`src/rtl/mipi_rx_pkg.sv`:
```
// Definitions shared by the MIPI D-PHY receive path: the tap width and the
// delay-calibration FSM state encoding.
package mipi_rx_pkg;

  localparam int TAP_W = 9;

  typedef enum logic [3:0] {
    ST_IDLE       = 4'd0,
    ST_LOAD       = 4'd1,
    ST_SETTLE     = 4'd2,
    ST_CHECK      = 4'd3,
    ST_NEXT       = 4'd4,
    ST_APPLY      = 4'd5,
    ST_WAIT_APPLY = 4'd6,
    ST_DONE       = 4'd7,
    ST_FAIL       = 4'd8
  } cal_state_e;

endpackage

```
`src/rtl/dphy_calib_run_tracker.sv`:
```
// Tracks the current run of passing sweep points and keeps the longest run;
// a tie keeps the earlier run.
module dphy_calib_run_tracker
  import mipi_rx_pkg::*;
#(
  parameter int CNT_W = TAP_W + 1
) (
  input  logic             clk_byte,
  input  logic             rst_n,
  input  logic             clear_i,
  input  logic             step_i,
  input  logic             pass_i,
  input  logic             final_i,
  input  logic [TAP_W-1:0] tap_i,
  output logic [TAP_W-1:0] best_start_o,
  output logic [CNT_W-1:0] best_cnt_o
);

  logic [TAP_W-1:0] run_start_q, run_start_d;
  logic [CNT_W-1:0] run_cnt_q, run_cnt_d;
  logic [TAP_W-1:0] best_start_q, best_start_d;
  logic [CNT_W-1:0] best_cnt_q, best_cnt_d;
  logic [TAP_W-1:0] eff_start;
  logic [CNT_W-1:0] eff_cnt;
  logic             close_run;

  always_comb begin
    run_start_d  = run_start_q;
    run_cnt_d    = run_cnt_q;
    best_start_d = best_start_q;
    best_cnt_d   = best_cnt_q;
    eff_start    = run_start_q;
    eff_cnt      = run_cnt_q;
    close_run    = !pass_i || final_i;

    // The current point is folded into the run before any close decision.
    if (pass_i) begin
      if (run_cnt_q == '0) begin
        eff_start = tap_i;
      end
      eff_cnt = run_cnt_q + CNT_W'(1);
    end

    if (clear_i) begin
      run_start_d  = '0;
      run_cnt_d    = '0;
      best_start_d = '0;
      best_cnt_d   = '0;
    end else if (step_i) begin
      if (close_run) begin
        if (eff_cnt > best_cnt_q) begin
          best_start_d = eff_start;
          best_cnt_d   = eff_cnt;
        end
        run_start_d = '0;
        run_cnt_d   = '0;
      end else begin
        run_start_d = eff_start;
        run_cnt_d   = eff_cnt;
      end
    end
  end

  always_ff @(posedge clk_byte or negedge rst_n) begin
    if (!rst_n) begin
      run_start_q  <= '0;
      run_cnt_q    <= '0;
      best_start_q <= '0;
      best_cnt_q   <= '0;
    end else begin
      run_start_q  <= run_start_d;
      run_cnt_q    <= run_cnt_d;
      best_start_q <= best_start_d;
      best_cnt_q   <= best_cnt_d;
    end
  end

  assign best_start_o = best_start_q;
  assign best_cnt_o   = best_cnt_q;

endmodule

```
`src/rtl/dphy_delay_calib.sv`:
```
// IDELAYE3 tap sweep for one D-PHY lane: finds the widest window in which the
// deskew byte is received cleanly and loads the centre of that window.
module dphy_delay_calib
  import mipi_rx_pkg::*;
#(
  parameter int unsigned TAP_MAX       = 511,
  parameter int unsigned TAP_STEP      = 8,
  parameter int unsigned SETTLE_CYCLES = 8,
  parameter int unsigned CHECK_CYCLES  = 64,
  parameter logic [7:0]  PATTERN       = 8'h55
) (
  input  logic             clk_byte,
  input  logic             rst_n,
  input  logic             cal_start,
  input  logic [7:0]       rx_byte,
  output logic             dly_load,
  output logic [TAP_W-1:0] dly_cntvaluein,
  output logic             dly_en_vtc,
  output logic             cal_busy,
  output logic             cal_done,
  output logic             cal_fail,
  output logic [TAP_W-1:0] best_tap,
  output logic [TAP_W:0]   eye_width,
  output cal_state_e       cal_state
);

  localparam int SUM_W = TAP_W + 1;
  localparam int MUL_W = 2 * SUM_W;
  localparam logic [SUM_W-1:0] STEP_V = SUM_W'(TAP_STEP);
  localparam logic [SUM_W-1:0] MAX_V  = SUM_W'(TAP_MAX);
  localparam logic [15:0] SETTLE_LAST = 16'(SETTLE_CYCLES - 1);
  localparam logic [15:0] CHECK_LAST  = 16'(CHECK_CYCLES - 1);

  cal_state_e       state_q, state_d;
  logic [TAP_W-1:0] tap_q, tap_d;
  logic [15:0]      cyc_q, cyc_d;
  logic             pass_q, pass_d;
  logic             dly_load_q, dly_load_d;
  logic [TAP_W-1:0] cntval_q, cntval_d;
  logic             en_vtc_q, en_vtc_d;
  logic             busy_q, busy_d;
  logic             done_q, done_d;
  logic             fail_q, fail_d;
  logic [TAP_W-1:0] best_tap_q, best_tap_d;
  logic [SUM_W-1:0] eye_q, eye_d;

  logic             trk_clear, trk_step, trk_final;
  logic [TAP_W-1:0] best_start;
  logic [SUM_W-1:0] best_cnt;

  logic [SUM_W-1:0] tap_next;
  logic             sweep_more;
  logic             sample_ok;
  logic [MUL_W-1:0] half_span;
  logic [TAP_W-1:0] apply_tap;
  logic [SUM_W-1:0] apply_eye;

  // One extra bit on the sum so tap + TAP_STEP can never wrap.
  assign tap_next   = {1'b0, tap_q} + STEP_V;
  assign sweep_more = (tap_next <= MAX_V);
  assign sample_ok  = (rx_byte == PATTERN) || (rx_byte == ~PATTERN);

  assign half_span = ((MUL_W'(best_cnt) - MUL_W'(1)) * MUL_W'(TAP_STEP)) >> 1;
  assign apply_tap = TAP_W'(MUL_W'(best_start) + half_span);
  assign apply_eye = SUM_W'(MUL_W'(best_cnt) * MUL_W'(TAP_STEP));

  dphy_calib_run_tracker #(
    .CNT_W(SUM_W)
  ) u_tracker (
    .clk_byte     (clk_byte),
    .rst_n        (rst_n),
    .clear_i      (trk_clear),
    .step_i       (trk_step),
    .pass_i       (pass_q),
    .final_i      (trk_final),
    .tap_i        (tap_q),
    .best_start_o (best_start),
    .best_cnt_o   (best_cnt)
  );

  always_comb begin
    state_d    = state_q;
    tap_d      = tap_q;
    cyc_d      = cyc_q;
    pass_d     = pass_q;
    cntval_d   = cntval_q;
    best_tap_d = best_tap_q;
    eye_d      = eye_q;
    dly_load_d = 1'b0;
    trk_clear  = 1'b0;
    trk_step   = 1'b0;
    trk_final  = 1'b0;

    case (state_q)
      ST_IDLE, ST_DONE, ST_FAIL: begin
        if (cal_start) begin
          state_d   = ST_LOAD;
          tap_d     = '0;
          cyc_d     = '0;
          trk_clear = 1'b1;
        end
      end
      ST_LOAD: begin
        cyc_d   = '0;
        state_d = ST_SETTLE;
      end
      ST_SETTLE: begin
        if (cyc_q == SETTLE_LAST) begin
          cyc_d   = '0;
          pass_d  = 1'b1;
          state_d = ST_CHECK;
        end else begin
          cyc_d = cyc_q + 16'd1;
        end
      end
      ST_CHECK: begin
        pass_d = pass_q & sample_ok;
        if (cyc_q == CHECK_LAST) begin
          cyc_d   = '0;
          state_d = ST_NEXT;
        end else begin
          cyc_d = cyc_q + 16'd1;
        end
      end
      ST_NEXT: begin
        trk_step = 1'b1;
        if (sweep_more) begin
          tap_d   = tap_next[TAP_W-1:0];
          state_d = ST_LOAD;
        end else begin
          trk_final = 1'b1;
          state_d   = ST_APPLY;
        end
      end
      ST_APPLY: begin
        cyc_d = '0;
        if (best_cnt == '0) begin
          best_tap_d = '0;
          eye_d      = '0;
          state_d    = ST_FAIL;
        end else begin
          best_tap_d = apply_tap;
          eye_d      = apply_eye;
          cntval_d   = apply_tap;
          dly_load_d = 1'b1;
          state_d    = ST_WAIT_APPLY;
        end
      end
      ST_WAIT_APPLY: begin
        if (cyc_q == SETTLE_LAST) begin
          cyc_d   = '0;
          state_d = ST_DONE;
        end else begin
          cyc_d = cyc_q + 16'd1;
        end
      end
      default: state_d = ST_IDLE;
    endcase

    // LOAD always lasts one cycle, so the strobe registered on entry is one cycle wide.
    if (state_d == ST_LOAD) begin
      dly_load_d = 1'b1;
      cntval_d   = tap_d;
    end

    busy_d   = !(state_d inside {ST_IDLE, ST_DONE, ST_FAIL});
    en_vtc_d = !busy_d;
    done_d   = (state_d == ST_DONE);
    fail_d   = (state_d == ST_FAIL);
  end

  always_ff @(posedge clk_byte or negedge rst_n) begin
    if (!rst_n) begin
      state_q    <= ST_IDLE;
      tap_q      <= '0;
      cyc_q      <= '0;
      pass_q     <= 1'b0;
      dly_load_q <= 1'b0;
      cntval_q   <= '0;
      en_vtc_q   <= 1'b1;
      busy_q     <= 1'b0;
      done_q     <= 1'b0;
      fail_q     <= 1'b0;
      best_tap_q <= '0;
      eye_q      <= '0;
    end else begin
      state_q    <= state_d;
      tap_q      <= tap_d;
      cyc_q      <= cyc_d;
      pass_q     <= pass_d;
      dly_load_q <= dly_load_d;
      cntval_q   <= cntval_d;
      en_vtc_q   <= en_vtc_d;
      busy_q     <= busy_d;
      done_q     <= done_d;
      fail_q     <= fail_d;
      best_tap_q <= best_tap_d;
      eye_q      <= eye_d;
    end
  end

  assign dly_load       = dly_load_q;
  assign dly_cntvaluein = cntval_q;
  assign dly_en_vtc     = en_vtc_q;
  assign cal_busy       = busy_q;
  assign cal_done       = done_q;
  assign cal_fail       = fail_q;
  assign best_tap       = best_tap_q;
  assign eye_width      = eye_q;
  assign cal_state      = state_q;

endmodule

```
`config.mk`:
```
export PLATFORM = sky130hd
export DESIGN_NAME = dphy_delay_calib
export DESIGN_NICKNAME = d
export VERILOG_FILES = /design/src/rtl/mipi_rx_pkg.sv /design/src/rtl/dphy_calib_run_tracker.sv /design/src/rtl/dphy_delay_calib.sv
export SDC_FILE = /design/constraint.sdc
export NUM_CORES = 1
export LEC_CHECK = 0
export BUFFER_PORTS_ARGS = -buffer_cell sky130_fd_sc_hd__buf_4
export CORE_UTILIZATION = 62
export CTS_BUF_LIST = sky130_fd_sc_hd__clkbuf_8
export DETAILED_ROUTE_END_ITERATION = 7
export PLACE_DENSITY = 0.91
export SLEW_MARGIN = 20
export SYNTH_ARGS = -nofsm -noshare
export SYNTH_HDL_FRONTEND = slang
export SYNTH_HIERARCHICAL = 1
export SYNTH_SLANG_ARGS = --single-unit
```
`constraint.sdc`:
```
create_clock -name clk_byte -period 4.2 [get_ports clk_byte]
set_clock_uncertainty 0.1 [all_clocks]
set_input_delay 0.21 -clock clk_byte [delete_from_list [all_inputs] [get_ports clk_byte]]
set_output_delay 0.21 -clock clk_byte [all_outputs]
set_load 0.01 [all_outputs]
```
* Word-level counts from Yosys, hierarchy flattened
Cells that the tools add are included.
** Word-level totals
- Flip-flop bits (word level) :: 101
- Bits of input ports :: 11
- Output and inout bits :: 37
- Word-level logic and storage cells :: 110
** Cells by class
- $add $sub $neg :: 5
- Order comparisons :: 2
- Eq/ne operators :: 18
- Mux-type cells :: 46
- Bitwise operators :: 1
- Reductions and logical operators :: 22
** Operators by type and width (number)
- $mux 9 :: 15
- $mux 10 :: 9
- $pmux 16 s4 :: 1
- $mux 16 :: 3
- $pmux 4 s7 :: 1
- $eq 4x3->1 const B :: 5
- $logic_not 10->1 :: 2
- $mux 4 :: 5
- $pmux 9 s2 :: 1
- $add 16x1->16 const B :: 1
- $eq 16x3->1 const B :: 1
- $eq 16x6->1 const B :: 1
- $add 10x1->10 const B :: 1
- $add 9x4->10 const B :: 1
- $gt 10x10->1 :: 1
- $le 10x9->1 const B :: 1
- $reduce_bool 2->1 :: 5
- $add 9x9->9 :: 1
- $mux 1 :: 9
- $eq 4x1->1 const B :: 2
- $eq 4x2->1 const B :: 2
- $eq 4x4->1 const B :: 2
- $eq 8x7->1 const B :: 1
- $eq 8x8->1 const B :: 1
- other kinds (15) :: 22

* Depth between registers and ports, before layout
Gate-level depths: netlist (run 1).
- Word-level depth :: 8
- Depth in mapped cells :: 13
- Mapped depth without buffers :: 12

* Modules after synthesis
Netlist (run 1), hierarchy kept.
** By module, submodules not included
- dphy_delay_calib :: instances 1, cells each 350, area each 3329.4 um2, sequential area each 1502.7 um2
- dphy_calib_run_tracker :: instances 1, cells each 190, area each 2120.8 um2, sequential area each 950.9 um2

* Worst setup path after synthesis (run 1)
OpenSTA, ideal clock, no wires.
- Kind :: reg-to-reg
- Start :: reg u_tracker.run_cnt_q[0]
- End :: reg u_tracker.best_start_q[0], in the netlist u_tracker/best_start_o[0]
- Library setup time :: 0.075 ns
- Arrival :: 2.839 ns
- Data required time :: 4.025 ns
- Path slack :: 1.186 ns
- Cell stages (with the launch flop) :: 14
- Buffers on the path :: 1
- Period minus slack after synthesis :: 3.014 ns
- Cells stage by stage :: dfrtp_1 -> ha_1 -> nand4_1 -> nor2_1 -> nand3_1 -> xor2_1 -> inv_1 -> ha_1 -> nand4_2 -> nor3_1 -> nor2_1 -> a31oi_4 -> buf_8 -> o2bb2ai_2
** Between the ends
- Word-level cells in the longest chain between the ends :: 7
- Elaborated cells on any way between the ends :: 12
- Classes of those cells :: add/sub: 1; order compare: 1; mux: 7; reduce/logical: 3
** Ends and longest elaborated chain
- start, declared :: line dphy_calib_run_tracker.sv:20 : logic [CNT_W-1:0] run_cnt_q, run_cnt_d;
- start signal, assigned :: line dphy_calib_run_tracker.sv:72 : run_cnt_q <= run_cnt_d;
- branches (longest 7 deep; another with $add 10x1->10)
- end signal, assigned :: line dphy_calib_run_tracker.sv:73 : best_start_q <= best_start_d;
- end, declared :: line dphy_calib_run_tracker.sv:21 : logic [TAP_W-1:0] best_start_q, best_start_d;
Parallel ways; which one is timed is not known. The select of a mux whose other input is x is not followed.
A chain may end at the register's enable or synchronous reset.

* Final worst setup path (run 1)
- Start :: reg u_tracker.run_cnt_q[1]
- End :: reg u_tracker.best_cnt_q[2], in the netlist u_tracker/best_cnt_o[2]
** Between the ends
- Word-level cells in the longest chain between the ends :: 6
- Elaborated cells on any way between the ends :: 9
- Classes of those cells :: add/sub: 1; order compare: 1; mux: 5; reduce/logical: 2
** Ends and longest elaborated chain
- $add 10x1->10 :: line dphy_calib_run_tracker.sv:41 : eff_cnt = run_cnt_q + CNT_W'(1);
- $mux 10 * :: line dphy_calib_run_tracker.sv:37 : if (pass_i) begin
- branches (longest 4 deep; another with $gt 10x10->1)
- end signal, assigned :: line dphy_calib_run_tracker.sv:74 : best_cnt_q <= best_cnt_d;
- end, declared :: line dphy_calib_run_tracker.sv:22 : logic [CNT_W-1:0] best_cnt_q, best_cnt_d;
Mark *: on every way between the ends. The select of a mux whose other input is x is not followed.

==> results by group, run 1 <==
Die
  • Chip Width: 95.8 microns
  • IO Count: 48
  • Count of standard-cell rows: 33
  • Height of the chip: 95.8 microns
  • Area of the placeable core: ~8400 sq um
  • Area of the die: between 9000 and 10000 sq um
  • Initial Util: 0.650

Yosys
  • Average size of a mapped cell: about 10 sq um
  • Unique masters post-synth: 84
  • Combined area of all synthesized cells: roughly 5500 sq um
  • Number of enable-type register cells in the synthesized netlist: 0
  • Synth Flop Type: dfrtp_1
  • Flip-flop and latch count after synthesis: a little under 100
  • Number of warnings reported in the yosys synthesis log: 6
  • Proportion of synthesized chip area in sequential cells: 0.450
  • Top area cells in the synthesized netlist: dfrtp_1, ha_1, nand2_1
  • Cell with the most instances after synthesis: dfrtp_1
  • Leading post-synthesis cells by instance count: dfrtp_1, nand2_1, inv_1, nor2_1, o21ai_0
  • Gate count of the mapped netlist: 540
  • Area share of the largest cell type after synthesis: 0.445
  • Async SR Flop Fraction: 1.00
  • Biggest area consumer among synthesized cells: dfrtp_1

Route
  • Number of remaining DRC errors: 0
  • Number of vias in the routed layout: approximately 4500
  • Average wire per cell in the routed design: approximately 19 microns
  • Antenna viol nets, final: 0
  • Vias per std cell: 6.58
  • DR iter-0 viols: 329
  • Final Routed Wirelength: 12900 microns
  • Pre-Repair DR Iteration Count: 4

Global route
  • Overall Global Routing Usage: 0.306
  • GRT Residual Overflow: 0
  • Maximum number of pins on one net before global-route repair: 60
  • Vias in the first global route: approximately 4300
  • Antenna violations before repair: 0
  • First-pass GRT wire length: 21000 microns

Worst setup path
  • CP Data Arrival Time: ~4 ns
  • Startpoint of the lowest-slack register-to-register path: u_tracker/run_cnt_q[1]$_DFFE_PN0P_
  • Capturing element type of the critical path: register
  • Worst Reg2Reg Path Length in Cells: 12
  • Startpoint class of the critical path: register
  • Largest stage delay on the critical path: 0.61 ns
  • Setup Crit Path Kind: register to register
  • Maximum fanout along the worst path: 19
  • WP buf/inv: 1
  • Required time of the critical path: 4.39 ns
  • CP max stage cell: a31oi_4
  • Capture instance of the worst register-to-register path: u_tracker/best_cnt_o[2]$_DFFE_PN0P_
  • Setup slack on the worst flop-to-flop path: between 0.4 and 0.5 ns
  • Crit-path cells: ha_1, nand4_1, nor2_1, nand3_1, xor2_1, inv_1, ha_1, nand4_2, nor3_1, nor2_1, a31oi_4, a32o_1
  • Top Family by Delay on Critical Path: simple AND/OR/NAND/NOR gates

Clock tree
  • Clk sinks: between 90 and 100
  • Clock tree from TritonCTS: yes
  • H-Tree Level Count: 3
  • Clock-pin slew of the registers on the worst-case setup and hold paths: around 0.10 ns
  • Clk Latency, worst-skew pair: about 0.37 ns
  • CTS-repair resized insts: 0
  • CTS root buf: clkbuf_8
  • Clock buffers created by TritonCTS: 9
  • Clock Tree Buf Depth: 2

Power
  • PD cells: 402 nW/um^2
  • Leakage power of the design: 2.78 nW
  • IR drop worst, VDD: 238 uV
  • Post-route total power: 2.40 mW

Cells and area
  • Final-layout fill cell count: 580
  • Area growth from synthesis to final layout: 9.71%
  • Proportion of layout cells with a drive suffix above 1: 0.183
  • Antenna Cells: 0
  • Final nets: 608

STA
  • Post-Route Hold Slack: slightly below 0.02 ns
  • Number of pins with negative max-slew slack in the final report: 0
  • Worst rel slew slack: 0.404
  • Final count of hold timing violations: 0
  • Fmax: ~270 MHz
  • Final critical delay including setup and external delays: 3.77 ns
  • Final cycle utilization of the critical path: 0.898
  • Unrepaired setup endpoints after global routing: false
  • Final Setup Violations: 0
  • Least-Margin Pin Slew: 0.889 ns
  • Fin Setup TNS: 0 ns

Outcome
  • Status: complete, no violations

Placed design
  • # port buffers: 44
  • Detailed-placement wirelength estimate: 9070 microns
  • Global placement routability congestion: about 0.93

Min path
  • Startpoint of the lowest-slack hold path: rx_byte[4]
  • Classification of the worst-slack hold path: input pin to register
  • Worst Hold Path Cells: 4
  • Hold endpoint: pass_q$_DFFE_PN0P_

Job
  • Max-capacitance violation count: 0
[sequential cells by signal, indices dropped and copies added (netlist names), 4 cells and up]
| signal | count |
|---|---|
| cal_state | 4 |
| tap_q | 9 |
| u_tracker/run_cnt_q | 10 |
| u_tracker/best_cnt_o | 10 |
| eye_width | 7 |
| u_tracker/best_start_o | 9 |
| best_tap | 9 |
| u_tracker/run_start_q | 9 |
| dly_cntvaluein | 9 |
| cyc_q | 16 |
[cell families (layout without fill, tap and decap cells)]
logic type | count (synthesis) | after routing | synth area share
AOI/OAI and AO/OA | 148 | 148 | 0.206
xor gates and xnor gates | 20 | 20 | 0.0321
adders and majority gates | 22 | 22 | 0.0519
buffers and inverters | 55 | 93 | 0.0484
DFF | 98 | 98 | 0.450
muxes | 14 | 14 | 0.0266
other | 1 | 3 | 0.000688
and+or+nand+nor | 182 | 182 | 0.184
[tightest hold or removal path, stage by stage]
cell,delay [ns]
buf_4,0.09
nor4bb_1,0.04
nand2_1,0.05
a21oi_1,0.05
[area by class of cell]
type                            instances  area, sq um  area share
Timing Repair Buffer                   48          363      0.0607
Multi-Input combinational cell        389         2740       0.458
Sequential cell                        98         2450       0.410
Tap cell                              105          131      0.0220
Inverter                               29          109      0.0182
Clock inverter                          7         58.8     0.00983
Clock buffer                            9          124      0.0207
[power by group]
group	total [mW]	switching (mW)	internal [mW]
Clock	0.582	0.356	0.226
Combinational	0.648	0.378	0.270
Sequential	1.17	0.131	1.04
Total	2.40	0.865	1.54
[worst max path at each step]
stage / start / end / slack (ns) / cells after the start
4_1_cts: u_tracker/run_cnt_q[1]$_DFFE_PN0P_ / u_tracker/best_cnt_o[0]$_DFFE_PN0P_ / 0.51 / 12
5_1_grt: u_tracker/run_cnt_q[0]$_DFFE_PN0P_ / u_tracker/best_cnt_o[2]$_DFFE_PN0P_ / 0.17 / 12
3_5_place_dp: u_tracker/run_cnt_q[1]$_DFFE_PN0P_ / u_tracker/best_cnt_o[0]$_DFFE_PN0P_ / 0.65 / 12
6_report: u_tracker/run_cnt_q[1]$_DFFE_PN0P_ / u_tracker/best_cnt_o[2]$_DFFE_PN0P_ / 0.43 / 12
2_1_floorplan: u_tracker/run_cnt_q[0]$_DFFE_PN0P_ / u_tracker/best_start_o[0]$_DFFE_PN0P_ / 1.19 / 13
3_3_place_gp: u_tracker/run_cnt_q[0]$_DFFE_PN0P_ / u_tracker/best_cnt_o[2]$_DFFE_PN0P_ / 0.88 / 12
[through the flow]
stage                     setup WS (ns)  area, sq um  cells  utilization
after floorplan                    1.19         5460    542            -
after global placement            0.879         5790    668        0.690
after detailed placement          0.654         5790    668        0.690
after CTS                         0.505         5980    685        0.713
after global routing              0.167         5980    685        0.713
final                             0.430         5980    685        0.713
[metal layers]
metal / track usage / up-vias / share of wire
li1: - / 2047 / -
met1: 0.373 / 2206 / 0.39
met2: 0.521 / 212 / 0.51
met3: 0.0608 / 43 / 0.060
met4: 0.143 / 0 / 0.038
met5: 0 / - / 0
[placed cells by master, fill, tap and decap left out, drive strengths merged, types with 6 or more instances in the layout]
| cell | n |
|---|---|
| nor4 | 7 |
| o21ai | 32 |
| nand2 | 61 |
| nand3 | 15 |
| mux2i | 10 |
| xnor2 | 11 |
| nand4 | 9 |
| buf | 47 |
| inv | 33 |
| nor2 | 30 |
| ha | 21 |
| xor2 | 9 |
| o2bb2ai | 15 |
| a21oi | 25 |
| dfrtp | 97 |
| nand2b | 6 |
| clkbuf | 9 |
| a22o | 16 |
| and2 | 8 |
| a32o | 6 |
| a31oi | 21 |
| nor3 | 13 |
[what timing repair did]
item,CTS,global route
hold buffers,1,0
setup buffers,0,0
endpoints found under the hold margin,57,0
No activity file was read; power rests on OpenSTA's default activity.
==> run 2, diff against run 1 <==
- PLACE_DENSITY: 0.91 -> 0.8
==> run 2 against run 1 <==
Against the previous run: hold slack better by 0.019 ns; via count shrank 3.2%; clock power is 4.0% higher; final cell count stayed put; wire length down 5.0%; setup slack gained 0.15 ns; critical endpoint is now u_tracker/best_cnt_o[5]$_DFFE_PN0P_; largest cell class unchanged; largest power group unchanged.
==> results by group, run 2 (same netlist as run 1, synthesis figures left out) <==
Die
  • IO Count: 48 (unchanged)
  • Chip Width: 95.8 microns (unchanged)
  • Area of the placeable core: 8380 sq um (unchanged)
  • Area of the die: 9170 sq um (unchanged)
  • Initial Util: 0.650 (unchanged)
  • Height of the chip: 95.8 microns (unchanged)
  • Count of standard-cell rows: 33 (unchanged)

Cells and area
  • Final-layout fill cell count: 621 (+7.1%)
  • Area growth from synthesis to final layout: 9.94%
  • Commonest cells after routing, fill and taps aside: dfrtp_1, nand2_1, buf_4
  • Final Instance Area: 5990 sq um (+0.21%)
  • Final nets: 608 (unchanged)
  • Antenna Cells: 0 (unchanged)
  • Largest reg by FF count: cyc_q
  • Flip-flop count of the largest register after layout: 16 (unchanged)
  • Most common library cell in the layout ignoring fill and taps: dfrtp_1
  • Proportion of layout cells with a drive suffix above 1: 0.181 (-0.00172)

Clock tree
  • H-Tree Level Count: 3 (unchanged)
  • Number of buffers inserted to repair setup after CTS: 0 (unchanged)
  • Clock-pin slew of the registers on the worst-case setup and hold paths: 0.09 ns (about the same)
  • CTS root buf: clkbuf_8
  • Clk Latency, worst-skew pair: 0.36 ns (about the same)
  • Clock tree from TritonCTS: yes
  • Clock buffers created by TritonCTS: 9 (unchanged)
  • CTS-repair resized insts: 0 (unchanged)
  • Hold buffer count at CTS: 1 (unchanged)
  • Clk sinks: 98 (unchanged)
  • Clock Tree Buf Depth: 2 (unchanged)

Placed design
  • Placed instance area: 5790 sq um (unchanged)
  • Pre-CTS setup slack: 0.632 ns (-0.0213 ns)
  • Detailed-placement wirelength estimate: 8870 microns (-2.2%)
  • # port buffers: 44 (unchanged)
  • Global placement routability congestion: 0.874 (-6.5%)

Job
  • Max-capacitance violation count: 0 (unchanged)

Global route
  • GRT Residual Overflow: 0 (unchanged)
  • Vias in the first global route: 4313 (+1.1%)
  • Overall Global Routing Usage: 0.292 (-0.0138)
  • Maximum number of pins on one net before global-route repair: 67 (+12%)
  • Antenna violations before repair: 0 (unchanged)
  • First-pass GRT wire length: 20300 microns (-3.3%)

Worst setup path
  • Required time of the critical path: 4.39 ns (about the same)
  • Worst Reg2Reg Path Length in Cells: 12 (unchanged)
  • Capturing element type of the critical path: register
  • Capture instance of the worst register-to-register path: u_tracker/best_cnt_o[5]$_DFFE_PN0P_
  • Maximum fanout along the worst path: 19 (unchanged)
  • Startpoint of the lowest-slack register-to-register path: u_tracker/run_cnt_q[0]$_DFFE_PN0P_
  • Startpoint class of the critical path: register
  • CP Data Arrival Time: 3.80 ns (-0.16 ns)
  • Setup Crit Path Kind: register to register
  • Setup slack on the worst flop-to-flop path: 0.58 ns (+0.15 ns)

STA
  • Fin Setup TNS: 0 ns (unchanged)
  • Number of pins with negative max-slew slack in the final report: 0 (unchanged)
  • Final cycle utilization of the critical path: 0.861 (-0.0362)
  • Final Setup Violations: 0 (unchanged)
  • Post-Route Hold Slack: 0.0385 ns (+0.0191 ns)
  • Least-Margin Pin Slew: 0.885 ns (-0.00313 ns)
  • Final worst-path setup slack: 0.582 ns (+0.152 ns)
  • Final count of hold timing violations: 0 (unchanged)
  • Final critical delay including setup and external delays: 3.62 ns (-0.152 ns)
  • Fmax: 276 MHz (+4.2%)
  • Unrepaired setup endpoints after global routing: false
  • Worst rel slew slack: 0.400 (-0.00410)

Route
  • Vias per std cell: 6.37 (-3.2%)
  • Number of remaining DRC errors: 0 (unchanged)
  • DR iter-0 viols: 227 (-31%)
  • Number of vias in the routed layout: 4364 (-3.2%)
  • Final Routed Wirelength: 12200 microns (-5.0%)
  • Pre-Repair DR Iteration Count: 5 (+1)
  • Antenna viol nets, final: 0 (unchanged)
  • Average wire per cell in the routed design: 17.8 microns (-5.0%)

Power
  • Leakage power of the design: 2.79 nW (+0.15%)
  • IR drop worst, VDD: 257 uV (+8.3%)
  • PD cells: 403 nW/um^2 (+0.42%)
  • Post-route total power: 2.42 mW (+0.63%)

Min path
  • Startpoint of the lowest-slack hold path: rx_byte[4]
  • Hold endpoint: pass_q$_DFFE_PN0P_
  • Classification of the worst-slack hold path: input pin to register
  • Worst Hold Path Cells: 4 (unchanged)

Outcome
  • Status: complete, no violations
[run 2: cell count changes in the layout (fill, tap and decap cells not counted), sizes merged]
cell | previous run | this run
inv | 33 | 30
clkinv | 2 | 3
bufinv | 0 | 1
clkinvlp | 1 | 2
[run 2: layout make-up]
cell class,count,area [sq um],share of cell area
multi-input cells,389,2740,0.457
clock buffers,9,124,0.0207
inverters,29,109,0.0182
well taps,105,131,0.0219
flip-flops and latches,98,2450,0.409
clock inverters,7,71.3,0.0119
repair buffers,48,363,0.0606
[run 2: layer usage]
| metal | vias to the layer above | global-route usage | routed length, microns |
|---|---|---|---|
| met5 | - | 0 | 0 |
| met4 | 0 | 0.153 | 442 |
| met3 | 33 | 0.0395 | 489 |
| met2 | 126 | 0.489 | 5940 |
| met1 | 2153 | 0.369 | 5350 |
| li1 | 2052 | - | - |
[run 2: how the worst max path moves through the flow]
stage | slack [ns] | start | end | cells after the start
after floorplan | 1.19 | u_tracker/run_cnt_q[0]$_DFFE_PN0P_ | u_tracker/best_start_o[0]$_DFFE_PN0P_ | 13
after global routing | 0.27 | u_tracker/run_cnt_q[0]$_DFFE_PN0P_ | u_tracker/best_cnt_o[0]$_DFFE_PN0P_ | 12
final | 0.58 | u_tracker/run_cnt_q[0]$_DFFE_PN0P_ | u_tracker/best_cnt_o[5]$_DFFE_PN0P_ | 12
after detailed placement | 0.63 | u_tracker/run_cnt_q[0]$_DFFE_PN0P_ | u_tracker/best_cnt_o[5]$_DFFE_PN0P_ | 12
after CTS | 0.62 | u_tracker/run_cnt_q[0]$_DFFE_PN0P_ | u_tracker/best_cnt_o[0]$_DFFE_PN0P_ | 12
after global placement | 0.83 | u_tracker/run_cnt_q[0]$_DFFE_PN0P_ | u_tracker/best_cnt_o[6]$_DFFE_PN0P_ | 12
[run 2: stage by stage]
stage,instances,utilization
floorplan,542,-
global placement,668,0.690
detailed placement,668,0.690
CTS,685,0.715
global route,685,0.715
finish,685,0.715
[run 2: where the power goes]
group / internal [mW] / switching, mW
clock: 0.274 / 0.331
sequential: 1.04 / 0.130
combinational: 0.270 / 0.371
total: 1.59 / 0.832
[run 2: worst max-delay path, stage by stage (launching register included)]
cell and delay (ns):
dfrtp_1 0.47, ha_1 0.26, nand4_1 0.22, nor2_1 0.30, nand3_1 0.13, xor2_1 0.26
inv_1 0.07, ha_1 0.32, nand4_2 0.14, nor3_1 0.31, nor2_1 0.12, a31oi_4 0.62
a32o_1 0.23
==> run 3, diff against run 2 <==
- BUFFER_PORTS_ARGS: -buffer_cell sky130_fd_sc_hd__buf_4 -> not set
- CORE_UTILIZATION: 62 -> 64
- CTS_BUF_LIST: sky130_fd_sc_hd__clkbuf_8 -> not set
- DONT_BUFFER_PORTS: not set -> 1
- PLACE_DENSITY: 0.8 -> 0.77
==> run 3 against run 2 <==
Against the previous run: first-iteration DRC count up 2.6%; sequential power about the same; die area down 3.1%; total power down 1.8%; non-clock buffer count decreased by 40; critical endpoint is now u_tracker/best_cnt_o[1]$_DFFE_PN0P_; largest cell class unchanged; largest power group unchanged.
==> results by group, run 3 (same netlist as run 1, synthesis figures left out) <==
Worst setup path
  • Worst setup startpoint: u_tracker/run_cnt_q[0]$_DFFE_PN0P_
  • Setup slack on the worst flop-to-flop path: 0.53 ns (-0.05 ns)
  • Maximum fanout along the worst path: 14 (-5)
  • Startpoint of the lowest-slack register-to-register path: u_tracker/run_cnt_q[0]$_DFFE_PN0P_
  • Capture instance of the worst register-to-register path: u_tracker/best_cnt_o[1]$_DFFE_PN0P_
  • Setup Crit Path Kind: register to register
  • Startpoint class of the critical path: register
  • CP Data Arrival Time: 3.85 ns (+0.05 ns)
  • Worst Reg2Reg Path Length in Cells: 12 (unchanged)
  • Capturing element type of the critical path: register
  • Required time of the critical path: 4.38 ns (about the same)

Placed design
  • Placed instance area: 5450 sq um (-5.8%)
  • Global placement routability congestion: 0.917 (+4.9%)
  • # port buffers: 0 (-100%)
  • Detailed-placement wirelength estimate: 8650 microns (-2.4%)

Die
  • Chip Width: 94.3 microns (-1.5%)
  • Area of the placeable core: 8220 sq um (-2.0%)
  • Area of the die: 8890 sq um (-3.1%)
  • Count of standard-cell rows: 33 (unchanged)
  • Height of the chip: 94.3 microns (-1.5%)
  • IO Count: 48 (unchanged)
  • Initial Util: 0.663 (+0.0131)

Route
  • Antenna viol nets, final: 0 (unchanged)
  • Vias per std cell: 6.46 (+1.3%)
  • Number of remaining DRC errors: 0 (unchanged)
  • DR iter-0 viols: 233 (+2.6%)
  • Number of vias in the routed layout: 4164 (-4.6%)
  • Pre-Repair DR Iteration Count: 5 (unchanged)
  • Final Routed Wirelength: 12200 microns (about the same)
  • Average wire per cell in the routed design: 19.0 microns (+6.2%)

Clock tree
  • H-Tree Level Count: 3 (unchanged)
  • CTS root buf: clkbuf_8
  • Clock-pin slew of the registers on the worst-case setup and hold paths: 0.09 ns (about the same)
  • CTS-repair resized insts: 0 (unchanged)
  • Clk sinks: 98 (unchanged)
  • Clk Latency, worst-skew pair: 0.38 ns (+0.02 ns)
  • Clock buffers created by TritonCTS: 9 (unchanged)
  • Number of buffers inserted to repair setup after CTS: 0 (unchanged)
  • Clock tree from TritonCTS: yes
  • Clock Tree Buf Depth: 2 (unchanged)
  • Hold buffer count at CTS: 6 (+5)

STA
  • Worst rel slew slack: 0.386 (-0.0146)
  • Final Setup Violations: 0 (unchanged)
  • Least-Margin Pin Slew: 0.907 ns (+0.0216 ns)
  • Final critical delay including setup and external delays: 3.67 ns (+0.0495 ns)
  • Unrepaired setup endpoints after global routing: false
  • Final cycle utilization of the critical path: 0.873 (+0.0118)
  • Fin Setup TNS: 0 ns (unchanged)
  • Final count of hold timing violations: 0 (unchanged)
  • Fmax: 273 MHz (-1.3%)
  • Post-Route Hold Slack: 0.0289 ns (-0.00968 ns)
  • Number of pins with negative max-slew slack in the final report: 0 (unchanged)

Cells and area
  • Most common library cell in the layout ignoring fill and taps: dfrtp_1
  • Final nets: 568 (-6.6%)
  • Final-layout fill cell count: 603 (-2.9%)
  • Final Instance Area: 5730 sq um (-4.4%)
  • Area taken by flip-flops and latches: 2450 sq um (unchanged)
  • Area growth from synthesis to final layout: 5.10%
  • Antenna Cells: 0 (unchanged)
  • Largest reg by FF count: cyc_q
  • Proportion of layout cells with a drive suffix above 1: 0.113 (-0.0681)
  • Flip-flop count of the largest register after layout: 16 (unchanged)
  • Commonest cells after routing, fill and taps aside: dfrtp_1, nand2_1, inv_1, nor2_1, o21ai_0
  • Multi-input logic area: 2740 sq um (unchanged)

Global route
  • Vias in the first global route: 4044 (-6.2%)
  • GRT Residual Overflow: 0 (unchanged)
  • Overall Global Routing Usage: 0.297 (+0.00455)
  • Antenna violations before repair: 0 (unchanged)
  • First-pass GRT wire length: 20300 microns (-0.44%)
  • Maximum number of pins on one net before global-route repair: 99 (+48%)

Outcome
  • Status: complete, no violations

Min path
  • Classification of the worst-slack hold path: input pin to register
  • Worst Hold Path Cells: 3 (-1)
  • Hold endpoint: cal_state[2]$_DFF_PN0_
  • Startpoint of the lowest-slack hold path: cal_start

Power
  • PD cells: 415 nW/um^2 (+2.8%)
  • Post-route total power: 2.37 mW (-1.8%)
  • IR drop worst, VDD: 259 uV (+0.86%)
  • Leakage power of the design: 2.58 nW (-7.3%)

Job
  • Max-capacitance violation count: 0 (unchanged)
run 3: cell types whose count changed in the layout (fill, tap and decap cells not counted), moves of 2 or more:
cell and delta:
buf_4 -45, clkinv_4 -2, inv_6 +2, dlygate4sd3_1 +4
run 3: how the worst max path moves through the flow:
stage,end,slack [ns],depth (start not counted)
3_5_place_dp,u_tracker/best_cnt_o[1]$_DFFE_PN0P_,0.58,12
4_1_cts,u_tracker/best_cnt_o[1]$_DFFE_PN0P_,0.55,12
2_1_floorplan,u_tracker/best_start_o[0]$_DFFE_PN0P_,1.19,13
6_report,u_tracker/best_cnt_o[1]$_DFFE_PN0P_,0.53,12
3_3_place_gp,u_tracker/best_cnt_o[2]$_DFFE_PN0P_,0.86,12
5_1_grt,u_tracker/best_cnt_o[1]$_DFFE_PN0P_,0.28,12
run 3: where the power goes:
group          leakage (nW)  internal (mW)  switching [mW]  total (mW)
combinational          1.15          0.211           0.333       0.544
clock                0.0954          0.284           0.350       0.634
sequential             1.34           1.04           0.155        1.20
total                  2.58           1.54           0.838        2.37
run 3: cell type report:
cell class	count	share of cell area
clock inverters	6	0.0129
multi-input cells	389	0.478
inverters	29	0.0190
clock buffers	10	0.0223
flip-flops and latches	98	0.428
repair buffers	8	0.0162
well taps	105	0.0229
run 3: routing by layer:
layer | up-vias | GRT usage | part of all wire
met1 | 2080 | 0.384 | 0.42
met5 | - | 0 | 0
met4 | 0 | 0.0846 | 0.016
met3 | 14 | 0.0526 | 0.043
met2 | 114 | 0.507 | 0.52
li1 | 1956 | - | -
run 3: metrics by stage:
stage / util / cells / setup WS (ns)
floorplan: - / 542 / 1.19
global placement: 0.663 / 623 / 0.859
finish: 0.697 / 645 / 0.532
global route: 0.697 / 645 / 0.277
CTS: 0.697 / 645 / 0.547
detailed placement: 0.663 / 623 / 0.576
run 3: critical path: stages (launching register included):
cell and delay, ns:
dfrtp_1 0.45, ha_1 0.24, nand4_1 0.21, nor2_1 0.32, nand3_1 0.13, xor2_1 0.26
inv_1 0.08, ha_1 0.32, nand4_2 0.14, a211o_1 0.26, o2111ai_2 0.19, nand2_1 0.52
o2bb2ai_1 0.33
